**config.mk**
```make
export PLATFORM = sky130hd
export DESIGN_NAME = cpu_mem
export DESIGN_NICKNAME = d
export VERILOG_FILES = /design/src/rtl/cpu_mem.sv
export SDC_FILE = /design/constraint.sdc
export NUM_CORES = 2
export LEC_CHECK = 0
export ABC_AREA = 1
export BUFFER_PORTS_ARGS = -buffer_cell sky130_fd_sc_hd__buf_4
export CORE_MARGIN = 2
export CORE_UTILIZATION = 50
export CTS_BUF_LIST = sky130_fd_sc_hd__clkbuf_4 sky130_fd_sc_hd__clkbuf_8 sky130_fd_sc_hd__clkbuf_16
export CTS_CLUSTER_DIAMETER = 150
export DETAILED_ROUTE_END_ITERATION = 7
export PLACE_DENSITY = 0.69
export REMOVE_ABC_BUFFERS = 1
export SLEW_MARGIN = 20
export SYNTH_ARGS = -nofsm -noshare
export SYNTH_HDL_FRONTEND = slang
export SYNTH_SLANG_ARGS = --single-unit
export TNS_END_PERCENT = 1
```
**constraint.sdc**
```tcl
create_clock -name CLK -period 23 [get_ports CLK]
set_input_delay 3.45 -clock CLK [delete_from_list [all_inputs] [get_ports CLK]]
set_output_delay 3.45 -clock CLK [all_outputs]
set_load 0.005 [all_outputs]
```
**src/rtl/cpu_mem.sv**
```systemverilog
// cpu_mem: byte-serial program loader into instruction memory, then CPU-facing
// instruction/data memories with the CPU held in reset until loading completes.
module cpu_mem #(
  parameter int IWORDS = 128,
  parameter int DBYTES = 256
) (
  input  logic        CLK,
  input  logic        RESET,
  input  logic [7:0]  PC,
  output logic [15:0] Iout,
  input  logic [7:0]  ADDR,
  input  logic [7:0]  WDATA,
  input  logic        MW,
  output logic [7:0]  Dout,
  input  logic        LD_VALID,
  input  logic [7:0]  LD_DATA,
  input  logic        LD_DONE,
  output logic        LD_READY,
  output logic        CPU_RST,
  output logic [7:0]  WORDS
);
  typedef enum logic [1:0] {LOAD_LO, LOAD_HI, RUN} state_t;
  state_t      state_q, state_d;
  logic [6:0]  ptr_q, ptr_d;
  logic [7:0]  lo_q, lo_d, words_q, words_d;
  logic        cpu_rst_q, cpu_rst_d;
  logic        iwe;
  logic [15:0] iwdata;
  logic [15:0] imem [IWORDS];
  logic [7:0]  dmem [DBYTES];
  always_comb begin
    state_d = state_q;
    lo_d    = lo_q;
    iwe     = 1'b0;
    iwdata  = {8'h00, lo_q};
    if (state_q == LOAD_LO) begin
      if (LD_VALID) begin
        lo_d    = LD_DATA;
        state_d = LOAD_HI;
      end
      // A byte arriving together with end-of-program becomes a padded word.
      if (LD_DONE) begin
        iwe     = LD_VALID;
        iwdata  = {8'h00, LD_DATA};
        state_d = RUN;
      end
    end else if (state_q == LOAD_HI && (LD_VALID || LD_DONE)) begin
      iwe     = 1'b1;
      iwdata  = LD_VALID ? {LD_DATA, lo_q} : {8'h00, lo_q};
      state_d = LD_DONE ? RUN : LOAD_LO;
    end
    ptr_d     = iwe ? ptr_q + 7'd1 : ptr_q;
    words_d   = (iwe && words_q != 8'(IWORDS)) ? words_q + 8'd1 : words_q;
    cpu_rst_d = state_d != RUN;
  end
  always_ff @(posedge CLK) begin
    if (!RESET) begin
      state_q   <= LOAD_LO;
      ptr_q     <= '0;
      lo_q      <= '0;
      words_q   <= '0;
      cpu_rst_q <= 1'b1;
    end else begin
      state_q   <= state_d;
      ptr_q     <= ptr_d;
      lo_q      <= lo_d;
      words_q   <= words_d;
      cpu_rst_q <= cpu_rst_d;
    end
  end
  // Memories are never cleared; reset only suppresses writes in its cycle.
  always_ff @(posedge CLK) begin
    if (RESET && iwe) imem[ptr_q] <= iwdata;
    if (RESET && MW && state_q == RUN) dmem[ADDR] <= WDATA;
  end
  assign Iout     = imem[PC[7:1]];
  assign Dout     = dmem[ADDR];
  assign LD_READY = state_q != RUN;
  assign CPU_RST  = cpu_rst_q;
  assign WORDS    = words_q;
endmodule

```
==> summary.md <==
| Metric | Value |
|---|---|
| Setup-failing EPs final | 0 |
| CTS tree | yes |
| Synth top area share | 74.7% |
| Hold Path Class | flop to flop |
| TNS Setup | 0 ps |
| WL/cell | 23.5 microns |
| Slew headroom | 22.9% |
| # IOs | 71 |
| Largest net degree at the start of global routing | 178 |
| Hold_buf cts | 0 |
| First-iteration detailed-routing DRC count | 13200 |
| Detail Route Antenna Nets | 0 |
| Total gr overflow | 0 |
| Starting Density | 50.3% |
| R2R depth | 9 |
| CP Launch Type | input pin |
| Req. time, crit path | 19550 ps |
| GPL Wtd Cong | 0.852 |
| Worst R2R Setup Slack | 17910 ps |
| Clock skew | 105 ps |
| Nets | 13700 |
| Clk sink count | 4122 |
| Hold Vio Cnt, Final | 0 |
| Die Y-Extent | 578 microns |
| HP Start | lo_q[2] |
| Fillcell total | 26300 |
| DRC errors left | 0 |
| Detail Placement HPWL | 228000 microns |
| Peak supply drop | 0.0834 mV |
| Hold path cells | 2 |
| Crit path largest cell delay | 860 ps |
| Crit Path Class | input pin to primary output |
| Die ar. | 0.334 sq mm |
| Static Leak | 64.2 nW |
| Vias in the first global route | 98900 |
| Mean Syn Cell Area | 12.0 sq um |
| Status | finished, final reports clean |
| Unique masters post-synth | 35 |
| Layout cells sized above 1 | 7.54% |
| Number of warnings issued by yosys | 0 |
| Synth Register Bits | 4122 |
| Die Wd | 578 microns |
| Max-cap violation count | 0 |
| Tmin final | 12220 ps |
| H-tree levels | 5 |
| Drt first pass iters | 6 |
| Port-buffer cells | 69 |
| Peak Freq | 81.8 MHz |
| CP Cell Sequence | buf_8, inv_8, buf_4, buf_4, buf_4, o21ai_0, o22ai_1, nand2_1, nand3_1, nand3_1, nand3_1, nand3_1, nand2_1, buf_4 |
| Synth area leader | edfxtp_1 |
| Root Buffer Master | clkbuf_16 |
| CP Max Fanout | 165 |
| CTS Buf Count | 412 |
| Number of placed instances, taps included | 17600 |
| Routed vias | 106000 |
| Vias per Instance | 5.77 |
| Slowest-stage cell, CP | buf_4 |
| Design Power | 15.7 mW |
| FF-to-FF End | imem[102][0] |
| PostCTS Resize Cnt | 0 |
| Final non-filler cell total | 18400 |
| Worst-margin pin slew | 1150 ps |
| Hold EP | lo_q[2] |
| Top post-synthesis cells by area | edfxtp_1, nand2_1, nor2_1 |
| Worst endpoint data arrival time | 8770 ps |
| Worst setup EP type | primary output |
| Critical R2R Launch | state_q[0] |
| Final Slew Violations | 0 |
| WL final | 431000 microns |
| Clk pin slew, worst setup/hold paths | 60 ps |
| Max clock buf depth | 4 |
| Skew-Pair Late Insertion Delay | 970 ps |
| Delay-heaviest family, CP | buffers and inverters |
| Syn Inst Count | 13800 |
| Tcrit/Tclk final | 53.1% |
| Power Dens Cells | 85.9 mW/mm^2 |
| Synthesis-to-layout area growth | 11.1% |
| Cell area after synthesis | 0.165 sq mm |
| # rows | 210 |
| Total setup buffers inserted after CTS | 0 |
| CORE AREA | 0.327 sq mm |
| Initial antenna violation count | 9 |
| Tot GR Track Use | 25.3% |
| Sequential share of the synthesized area | 75.1% |
| First-pass GRT wire length | 634000 microns |
| Buf/Inv on CP | 6 |
| RSZ-0062 raised after global routing | no |
## layout make-up
type | count | area (sq um) | area share, %
Multi-Input combinational cell | 8704 | 37200 | 20.4
Clock inverter | 228 | 1970 | 1.08
Sequential cell | 4122 | 124000 | 67.5
Antenna cell | 8 | 20.0 | 0.0109
Tap cell | 4346 | 5440 | 2.97
Clock buffer | 512 | 11200 | 6.13
Timing Repair Buffer | 361 | 3050 | 1.67
Inverter | 97 | 425 | 0.233
## power by group
part	total [mW]	internal, mW	switching (mW)
Combinational	0.872	0.195	0.677
Clock	6.56	3.78	2.78
Sequential	8.28	8.28	0.00213
Total	15.7	12.3	3.46
## synthesized netlist by cell type
cell type,number
o21ai_2,1
dfxtp_1,26
a211oi_1,8
o21bai_1,1
nor3_1,15
o21a_1,1
a31oi_1,2
nand2_1,4426
nand4_1,106
o22ai_1,464
inv_4,1
nor3_2,4
and3_1,1
o21ai_1,362
clkinv_1,9
nand4_2,4
nor2_2,3
nor2_1,1555
nor3b_1,1
nand3_1,778
a21oi_1,156
ha_1,3
buf_1,96
buf_2,317
clkbuf_1,402
inv_2,4
inv_1,83
xor2_1,1
a22oi_1,31
o21ai_0,779
nor2_4,1
buf_4,15
buf_6,10
edfxtp_1,4096
nor4_1,1
## placed cells by master (no fill, tap or decap), types with 7 or more instances in the layout
cell        netlist  layout
inv_6             0      14
nand3_1         778     774
diode_2           0       8
clkbuf_4          0      91
clkbuf_16         0     420
clkinv_2          0      61
dfxtp_1          26      26
o21ai_1         362     362
clkinvlp_4        0       7
bufinv_16         0      30
nor3_1           15       7
a22oi_1          31      31
clkinv_1          9     115
nand2_1        4426    4410
inv_1            83      80
a21oi_1         156     156
buf_8             0      13
o22ai_1         464     464
a211oi_1          8       8
o21ai_0         779     771
edfxtp_1       4096    4096
buf_12            0      17
nor2_1         1555    1549
o21ai_4           0       8
nor3_2            4      11
nand4_1         106     106
nand2_2           0      16
buf_4            15     328
## through the flow
step / instance area (sq um) / setup WS (ps) / utilization (%) / hold WS (ps)
2_1_floorplan: 161000 / 7260 / - / 470
3_3_place_gp: 170000 / 10980 / 51.8 / 477
3_5_place_dp: 170000 / 10970 / 51.8 / 479
4_1_cts: 183000 / 10940 / 55.8 / 491
5_1_grt: 183000 / 10540 / 55.8 / 507
6_report: 183000 / 10780 / 55.9 / 493
## routing by layer
| metal | GRT usage, % | part of all wire, % | vias up |
|---|---|---|---|
| met5 | 0 | 0.0088 | - |
| li1 | - | - | 48300 |
| met3 | 3.71 | 9.5 | 940 |
| met4 | 10.8 | 4.5 | 6 |
| met2 | 40.4 | 47 | 5276 |
| met1 | 34.9 | 39 | 51600 |
## flip-flops by register name (all words and copies together), names as in the netlist
name,flops
dmem,2048
CPU_RST,1
WORDS,8
state_q,2
lo_q,8
imem,2048
ptr_q,7
## worst register-to-register path: cells and delay by family, from the launching register on
kind	cells	cell delay, ps
compound gates	1	790
buf+inv	3	1090
flops	1	340
simple gates	5	2540
## worst max path at each step
stage,startpoint,end,slack (ps),depth (start not counted)
3_5_place_dp,PC[1],Iout[9],10970,14
3_3_place_gp,PC[1],Iout[9],10980,14
4_1_cts,PC[1],Iout[15],10940,14
2_1_floorplan,PC[1],Iout[3],7260,9
5_1_grt,PC[1],Iout[9],10540,14
6_report,PC[1],Iout[15],10780,14
## logic make-up (layout without fill, tap and decap cells)
group                      after synthesis  count (layout)  share of synthesized area, %
AOI/OAI and AO/OA                     1805            1805                          5.91
xor gates and xnor gates                 1               1                       0.00532
adders and majority gates                3               3                        0.0228
buffers and inverters                  937            1198                          2.46
DFF                                   4122            4122                          75.1
other                                    0               8                             0
and+or+nand+nor                       6895            6895                          16.5
Power figures use the tool's default switching activity.
